==> src/rtl/prog_loader.sv <==
// prog_loader: byte-stream program loader and run supervisor for the CPU ROM.
//   Receives a framed byte stream (0xA5, LEN lo, LEN hi, LEN words of data
//   LSB first, optional checksum byte) and packs the data into WORD_W-bit
//   little-endian words. The words are written to ROM from address 0 while
//   the CPU is held in reset. The CPU is then released and watched until it
//   halts (done) or the cycle budget runs out (timeout).
// Optional feature macro: PROG_LOADER_CHECKSUM_EN adds a trailing 8-bit
//   wrapping-sum checksum byte. A mismatch gives err_code 2.
// Ports:
//   clk         system clock
//   reset       synchronous active-low reset
//   rx_valid    one-cycle strobe qualifying rx_data
//   rx_data     received byte
//   cpu_halted  level, CPU has executed halt
//   mem_we      ROM write strobe, one cycle per word
//   mem_addr    ROM write address
//   mem_wdata   ROM write data
//   cpu_rst_n   CPU reset, active-low
//   busy        frame being loaded or program running
//   done        CPU halted within budget
//   timeout     sticky, budget exhausted; cleared by next frame or reset
//   err         frame rejected
//   err_code    0 none, 1 bad length, 2 checksum mismatch
module prog_loader #(
  parameter int unsigned WORD_W     = 32,
  parameter int unsigned ADDR_W     = 10,
  parameter int unsigned MAX_CYCLES = 1000000
) (
  input  logic              clk,
  input  logic              reset,
  input  logic              rx_valid,
  input  logic [7:0]        rx_data,
  input  logic              cpu_halted,
  output logic              mem_we,
  output logic [ADDR_W-1:0] mem_addr,
  output logic [WORD_W-1:0] mem_wdata,
  output logic              cpu_rst_n,
  output logic              busy,
  output logic              done,
  output logic              timeout,
  output logic              err,
  output logic [1:0]        err_code
);

  localparam int unsigned BYTES = WORD_W / 8;
  localparam int unsigned IDX_W = (BYTES > 1) ? $clog2(BYTES) : 1;

  typedef enum logic [2:0] {
    S_IDLE, S_LEN_LO, S_LEN_HI, S_DATA, S_RUN, S_DONE, S_ERR
`ifdef PROG_LOADER_CHECKSUM_EN
    , S_CSUM
`endif
  } state_e;

  state_e state_q, state_d;

  logic [7:0]        len_lo_q, len_lo_d;
  logic [15:0]       wcnt_q, wcnt_d;
  logic [ADDR_W-1:0] waddr_q, waddr_d;
  logic [IDX_W-1:0]  byte_idx_q, byte_idx_d;
  logic [WORD_W-1:0] word_q, word_d;
  logic [31:0]       cyc_q, cyc_d;
`ifdef PROG_LOADER_CHECKSUM_EN
  logic [7:0]        csum_q, csum_d;
`endif

  logic              mem_we_q, mem_we_d;
  logic [ADDR_W-1:0] mem_addr_q, mem_addr_d;
  logic [WORD_W-1:0] mem_wdata_q, mem_wdata_d;
  logic              cpu_rst_n_q, cpu_rst_n_d;
  logic              busy_q, busy_d;
  logic              done_q, done_d;
  logic              timeout_q, timeout_d;
  logic              err_q, err_d;
  logic [1:0]        err_code_q, err_code_d;

  logic        is_hdr, len_bad, word_last, frame_last, budget_end, start;
  logic [15:0] len_full;

  assign is_hdr     = rx_valid && (rx_data == 8'hA5);
  assign len_full   = {rx_data, len_lo_q};
  assign len_bad    = (len_full == 16'd0) || ({16'd0, len_full} > (32'd1 << ADDR_W));
  assign word_last  = (byte_idx_q == IDX_W'(BYTES - 1));
  assign frame_last = word_last && (wcnt_q == 16'd1);
  assign budget_end = (cyc_q == 32'(MAX_CYCLES - 1));
  // Only a header byte can move the FSM into LEN_LO.
  assign start      = (state_d == S_LEN_LO) && (state_q != S_LEN_LO);

  // State register
  always_ff @(posedge clk) begin
    if (!reset) state_q <= S_IDLE;
    else        state_q <= state_d;
  end

  // Next-state logic
  always_comb begin
    state_d = state_q;
    case (state_q)
      S_IDLE, S_DONE, S_ERR: if (is_hdr) state_d = S_LEN_LO;
      S_LEN_LO: if (rx_valid) state_d = S_LEN_HI;
      S_LEN_HI: if (rx_valid) state_d = len_bad ? S_ERR : S_DATA;
      S_DATA: begin
        if (rx_valid && frame_last) begin
`ifdef PROG_LOADER_CHECKSUM_EN
          state_d = S_CSUM;
`else
          state_d = S_RUN;
`endif
        end
      end
`ifdef PROG_LOADER_CHECKSUM_EN
      // csum_q already includes every data byte when this byte arrives.
      S_CSUM: if (rx_valid) state_d = (rx_data == csum_q) ? S_RUN : S_ERR;
`endif
      // A new header restarts loading; halt beats a simultaneous budget end.
      S_RUN: begin
        if (is_hdr)          state_d = S_LEN_LO;
        else if (cpu_halted) state_d = S_DONE;
        else if (budget_end) state_d = S_IDLE;
      end
      default: state_d = S_IDLE;
    endcase
  end

  // Datapath next-state
  always_comb begin
    len_lo_d   = len_lo_q;
    wcnt_d     = wcnt_q;
    waddr_d    = waddr_q;
    byte_idx_d = byte_idx_q;
    word_d     = word_q;
    cyc_d      = (state_q == S_RUN) ? cyc_q + 32'd1 : '0;
`ifdef PROG_LOADER_CHECKSUM_EN
    csum_d     = start ? '0 : csum_q;
`endif
    if (rx_valid) begin
      case (state_q)
        S_LEN_LO: len_lo_d = rx_data;
        S_LEN_HI: begin
          wcnt_d     = len_full;
          waddr_d    = '0;
          byte_idx_d = '0;
          word_d     = '0;
        end
        S_DATA: begin
          word_d[{byte_idx_q, 3'b000} +: 8] = rx_data;
`ifdef PROG_LOADER_CHECKSUM_EN
          csum_d = csum_q + rx_data;
`endif
          if (word_last) begin
            byte_idx_d = '0;
            wcnt_d     = wcnt_q - 16'd1;
            waddr_d    = waddr_q + 1'b1;
          end else begin
            byte_idx_d = byte_idx_q + 1'b1;
          end
        end
        default: ;
      endcase
    end
  end

  // Output logic; every output is registered from the next state.
  always_comb begin
    mem_we_d    = (state_q == S_DATA) && rx_valid && word_last;
    mem_addr_d  = mem_we_d ? waddr_q : mem_addr_q;
    mem_wdata_d = mem_we_d ? word_d  : mem_wdata_q;
    cpu_rst_n_d = (state_d == S_RUN) || (state_d == S_DONE);
    busy_d      = (state_d == S_LEN_LO) || (state_d == S_LEN_HI) ||
                  (state_d == S_DATA)   || (state_d == S_RUN)
`ifdef PROG_LOADER_CHECKSUM_EN
                  || (state_d == S_CSUM)
`endif
                  ;
    done_d      = (state_d == S_DONE);
    err_d       = (state_d == S_ERR);
    timeout_d   = timeout_q;
    err_code_d  = err_code_q;
    if (start) begin
      timeout_d  = 1'b0;
      err_code_d = 2'd0;
    end
    if ((state_q == S_RUN) && (state_d == S_IDLE)) timeout_d = 1'b1;
    if ((state_q == S_LEN_HI) && (state_d == S_ERR)) err_code_d = 2'd1;
`ifdef PROG_LOADER_CHECKSUM_EN
    if ((state_q == S_CSUM) && (state_d == S_ERR)) err_code_d = 2'd2;
`endif
  end

  always_ff @(posedge clk) begin
    if (!reset) begin
      len_lo_q    <= '0;
      wcnt_q      <= '0;
      waddr_q     <= '0;
      byte_idx_q  <= '0;
      word_q      <= '0;
      cyc_q       <= '0;
`ifdef PROG_LOADER_CHECKSUM_EN
      csum_q      <= '0;
`endif
      mem_we_q    <= 1'b0;
      mem_addr_q  <= '0;
      mem_wdata_q <= '0;
      cpu_rst_n_q <= 1'b0;
      busy_q      <= 1'b0;
      done_q      <= 1'b0;
      timeout_q   <= 1'b0;
      err_q       <= 1'b0;
      err_code_q  <= '0;
    end else begin
      len_lo_q    <= len_lo_d;
      wcnt_q      <= wcnt_d;
      waddr_q     <= waddr_d;
      byte_idx_q  <= byte_idx_d;
      word_q      <= word_d;
      cyc_q       <= cyc_d;
`ifdef PROG_LOADER_CHECKSUM_EN
      csum_q      <= csum_d;
`endif
      mem_we_q    <= mem_we_d;
      mem_addr_q  <= mem_addr_d;
      mem_wdata_q <= mem_wdata_d;
      cpu_rst_n_q <= cpu_rst_n_d;
      busy_q      <= busy_d;
      done_q      <= done_d;
      timeout_q   <= timeout_d;
      err_q       <= err_d;
      err_code_q  <= err_code_d;
    end
  end

  assign mem_we    = mem_we_q;
  assign mem_addr  = mem_addr_q;
  assign mem_wdata = mem_wdata_q;
  assign cpu_rst_n = cpu_rst_n_q;
  assign busy      = busy_q;
  assign done      = done_q;
  assign timeout   = timeout_q;
  assign err       = err_q;
  assign err_code  = err_code_q;

endmodule
==> config.mk <==
export PLATFORM = sky130hd
export DESIGN_NAME = prog_loader
export DESIGN_NICKNAME = d
export VERILOG_FILES = /design/src/rtl/prog_loader.sv
export SDC_FILE = /design/constraint.sdc
export NUM_CORES = 1
export LEC_CHECK = 0
export CAP_MARGIN = 10
export CORE_MARGIN = 1
export CORE_UTILIZATION = 55
export CTS_CLUSTER_SIZE = 25
export DETAILED_ROUTE_END_ITERATION = 7
export DONT_BUFFER_PORTS = 1
export GPL_TIMING_DRIVEN = 1
export PLACE_DENSITY = 0.73
export SKIP_CTS_REPAIR_TIMING = 1
export SYNTH_ARGS = -nofsm -noshare
export SYNTH_HDL_FRONTEND = slang
export SYNTH_SLANG_ARGS = --single-unit
==> constraint.sdc <==
create_clock -name clk -period 2.43 [get_ports clk]
set_input_delay 0.6075 -clock clk [delete_from_list [all_inputs] [get_ports clk]]
set_output_delay 0.6075 -clock clk [all_outputs]
set_load 0.01 [all_outputs]
**Yosys cells after proc, flatten, opt, wreduce, memory -nomap -nowiden**

Cells that the tools add are included.

- Flip-flop bits (word level): 152
- Bits in latches: 0
- Bits in writable memories: 0
- Memory bits (read-only): 0
- Input bits: 12
- Output and inout port bits: 50
- Logic and storage cells: 88
- Memories kept: 0

- Add/subtract/negate cells: 5
- Multipliers: 0
- Div/mod/pow operators: 0
- Order comparisons: 1
- Equality and inequality tests: 18
- Shift operators: 2
- Mux-type cells: 22
- Bitwise logic cells: 0
- Reductions and logical operators: 24

Operator list:

| operator | number |
|---|---|
| $pmux W32 S2 | 1 |
| $add A32 B1 Y32 const B | 1 |
| $bwmux W32 | 1 |
| $eq A32 B20 Y1 const B | 1 |
| $mux W32 | 1 |
| $pmux W16 S2 | 1 |
| $shift A8 B7 Y32 const A | 1 |
| $shiftx A8 B7 Y32 | 1 |
| $mux W3 | 8 |
| $pmux W10 S2 | 1 |
| $eq A3 B3 Y1 const B | 6 |
| $eq A16 B1 Y1 const B | 1 |
| $gt A16 B11 Y1 const B | 1 |
| $logic_not A16 Y1 | 1 |
| $mux W16 | 1 |
| $sub A16 B1 Y16 const B | 1 |
| $pmux W3 S5 | 1 |
| $eq A3 B2 Y1 const B | 4 |
| $add A10 B1 Y10 const B | 1 |
| $mux W10 | 1 |
| $eq A8 B8 Y1 const B | 1 |
| $logic_and A1 B1 Y1 | 8 |
| $neg A5 Y7 | 1 |
| $eq A3 B1 Y1 const B | 2 |
| other kinds (13) | 25 |

**Logic depth before layout (Yosys ltp)**

- Depth in word-level cells: 9
- Depth in mapped cells: 9
- Depth with buffers taken out: 8

**Worst setup path after synthesis**

No wires, ideal clock.

- Path kind: in2reg
- Start: in rx_data[0]
- End: reg state_q[2]
- Setup time: 0.116 ns
- Arrival time: 2.239 ns
- Data required time: 2.314 ns
- Slack: 0.075 ns
- Stages: 6
- Path buffers: 0
- Path through: or4_4 nor4_4 mux2i_1 o22ai_4 or2_4 and2_2

- Word-level cells in the longest chain between the ends: 5
- Elaborated cells between the ends (all ways): 10
- Classes of those cells: 1 x order compare; 1 x eq/ne; 5 x mux; 3 x reduce/logical

RTL lines:

| item | RTL line | RTL |
|---|---|---|
| start, declared | 32 | `input logic [7:0] rx_data,` |
| $gt A16 B11 Y1 or $logic_not A16 Y1 (tied branches) | 82 | `assign len_bad = (len_full == 16'd0) \|\| ({16'd0, len_full} > (32'd1 << ADDR_W));` |
| $logic_or A1 B1 Y1 | 82 |  |
| $mux W3 (2 in a row) | 101 | `S_LEN_HI: if (rx_valid) state_d = len_bad ? S_ERR : S_DATA;` |
| $pmux W3 S5 (*) | 98 | `case (state_q)` |
| end signal, assigned | 92 | `else state_q <= state_d;` |
| end, declared | 55 | `state_e state_q, state_d;` |

Mark *: on every way between the ends. The rest lies on a longest branch, timed or not.
A chain may end at the register's enable or synchronous reset.

**Worst setup path in the final report**

- Start: reg len_lo_q[2]
- End: reg err_q, in the netlist err

- Word-level cells in the longest chain between the ends: 6
- Elaborated cells between the ends (all ways): 7
- Classes of those cells: 1 x order compare; 1 x eq/ne; 3 x mux; 2 x reduce/logical

RTL lines:

| item | RTL line | RTL |
|---|---|---|
| start, declared | 57 | `logic [7:0] len_lo_q, len_lo_d;` |
| start signal, assigned | 211 | `len_lo_q <= len_lo_d;` |
| $gt A16 B11 Y1 or $logic_not A16 Y1 (tied branches) | 82 |  |
| $logic_or A1 B1 Y1 (*) | 82 |  |
| $mux W3 (*) (2 in a row) | 101 |  |
| $pmux W3 S5 (*) | 98 |  |
| $eq A3 B3 Y1 (*) | 176 | `err_d = (state_d == S_ERR);` |
| end signal, assigned | 227 | `err_q <= err_d;` |
| end, declared | 74 | `logic err_q, err_d;` |

Marked as above.

==> qor.yml <==
timing:
  setup_violations: 0
  grt_setup_unrepaired: "no"
  fin_skew_ps: 4.810
  setup_tns_ps: 0
  period_share_pct: 93.03
  clock.fmax_mhz: 442.4
  finalMaxSlewViolations: 0
  hold_viol_final: 0
  min_period_ps: 2261
  worstMarginPinSlew_ps: 614.5
  timing.slew.headroom_pct: 58.76
critical_path:
  crit_type: "flip-flop to flip-flop"
  required_ps: 2850
  crit_slowest_cell: "or4_4"
  critPathMaxFanout: 5
  cp.arrival_ps: 2680
  worst-path-buf-inv: 1
  critical_path.cell_chain: "or4_4 > nor4_4 > mux2i_1 > buf_4 > o22ai_4 > or2_4 > and3_1"
  cp-startpoint: "len_lo_q[2]"
  rr_startpoint: "len_lo_q[2]"
  cpLargestDelayFamily: "simple AND/OR/NAND/NOR gates"
  worst_path_largest_cell_delay_ps: 560
  crit_path_end_kind: "flip-flop"
  startpoint_type: "flip-flop"
detailed_routing:
  wire_per_inst_um: 16.42
  vias_per_cell: 5.981
  drt_pre_antenna_iters: 5
  wirelength_mm: 14.46
  postRouteAntennaNets: 0
  drc_errors: 0
  vias: 5269
  drtIter0Drc: 378
pwr:
  power_density_mw_per_mm2: 820.3
  p_leak_nw: 2.342
  max-vdd-ir-drop_mv: 0.5973
  p_total_mw: 5.711
cts:
  clock_sinks: 144
  ctsHtreeMaxLevel: 4
  cts_tree: "yes"
  cts_root_buf: "clkbuf_8"
  cts_made_buffers: 17
  clk_latency_ps: 530
  clock_path_buffers: 2
  clk_transition_reported_paths_ps: 60
layout:
  final_nets: 749
  final_area_mm2: 0.006962
  area_growth_pct: 12.68
  most-common-layout-cells: "dfxtp_1 (144), nor2_1 (111), nand2_1 (87)"
  layout-drive-gt1-share_pct: 10.53
  antenna_cells: 0
  multi_input_area_mm2: 0.003069
  final_common_cell: "dfxtp_1"
  sequential_cell_area_mm2: 0.002883
  fin_cells: 881
  fill_cells: 874
die:
  core_mm2: 0.01089
  die_w_um: 108.0
  dieArea_mm2: 0.01166
  start_util_pct: 56.75
  pin_count: 62
  die_h_um: 108.0
  rows: 38
synth:
  synth_area_mm2: 0.006178
  synth_seq_cells: 144
  yosys.area.top_type: "dfxtp_1"
  ys_seq_area_share_pct: 46.66
  synth.top_cell.area_share_pct: 46.66
  ys.flop_type: "dfxtp_1"
  netlist_instances: 725
  synth_edf_count: 0
  synth.area.top_cells: "dfxtp_1 (47%), nor2_1 (6.8%), nand2_1 (5.3%), a21oi_1 (4.6%), a211oi_1 (3.6%)"
  async_flop_share_pct: 0
  avgSynthCellArea_um2: 8.522
  ys_types: 66
  synth_nets: 746
  synth_warnings: 0
global_route:
  overflow: 0
  grt_pass1_wl_mm: 23.43
  grtUsageTotal_pct: 25.76
  grt_max_degree: 82
  grt_pass1_vias: 4855
  antenna_found_initial: 0
placed_design:
  io_buffers: 0
  placed_cells: 849
  postPlaceCellArea_mm2: 0.006374
  dp_hpwl_mm: 9.785
  gp_congestion: 0.9208
worst_hold_path:
  hold_class: "primary input to flip-flop"
  worstHoldStart: "rx_data[6]"
status:
  outcome: "complete, no violations"
flow_run:
  cap_violations: 0
==> Yosys cell counts, drive strengths merged, types with 13 or more instances <==
library cell,n
a211oi,30
a21oi,57
a22oi,28
and3,13
clkbuf,28
dfxtp,144
nand2,88
nand3,26
nand4,14
nor2,112
nor3,15
o21ai,32
xor2,21
==> flip-flops by register name, indices dropped and copies added, names as in the netlist, 2 cells and up <==
register	count
waddr_q	10
wcnt_q	16
len_lo_q	8
mem_wdata	32
cyc_q	32
word_q	24
state_q	3
mem_addr	10
byte_idx_q	2
==> path summary, 6_finish.rpt <==
check                                      to  slack, ps  depth (start not counted)
worst min register to register       cyc_q[0]        440                          1
worst max register to register            err        170                          7
worst min-delay path            mem_wdata[30]        210                          2
worst max-delay path                      err        170                          7
==> per-stage QoR <==
step	utilization (%)	setup WS (ps)	hold WS [ps]
finish	63.94	169.4	210.9
global route	63.94	85.07	205.0
CTS	63.94	182.1	195.6
detailed placement	58.54	23.96	431.0
global placement	58.54	44.94	423.0
floorplan	-	74.50	412.9
==> metal layers <==
| layer | vias to the layer above | global-route usage (%) | wire length [µm] |
|---|---|---|---|
| li1 | 2583 | - | - |
| met1 | 2489 | 34.25 | 6372 |
| met2 | 174 | 40.08 | 6817 |
| met3 | 23 | 6.028 | 1003 |
| met4 | 0 | 10.76 | 269 |
| met5 | - | 0 | 0 |
==> area by class of cell <==
type / instances / area share [%]
Multi-Input combinational cell: 530 / 44.09
Inverter: 11 / 0.5931
Tap cell: 140 / 2.516
Clock inverter: 11 / 1.851
Sequential cell: 144 / 41.41
Clock buffer: 21 / 6.596
Timing Repair Buffer: 24 / 2.948
==> report_power, final <==
group | internal [mW] | switching [mW]
combinational | 0.255 | 0.414
sequential | 2.42 | 0.0753
clock | 1.55 | 0.998
==> cell families (layout without fill, tap and decap cells) <==
group | Yosys count | after routing | synth area share (%)
AND/OR/NAND/NOR | 319 | 319 | 25.35
AO/OA/AOI/OAI | 171 | 171 | 18.02
flip-flops | 144 | 144 | 46.66
buffers and inverters | 51 | 67 | 3.787
XOR/XNOR | 28 | 28 | 3.969
adder cells (fa/ha/maj) | 9 | 9 | 1.823
multiplexers | 2 | 2 | 0.3240
other | 1 | 1 | 0.06070
No activity file was read; power rests on OpenSTA's default activity.
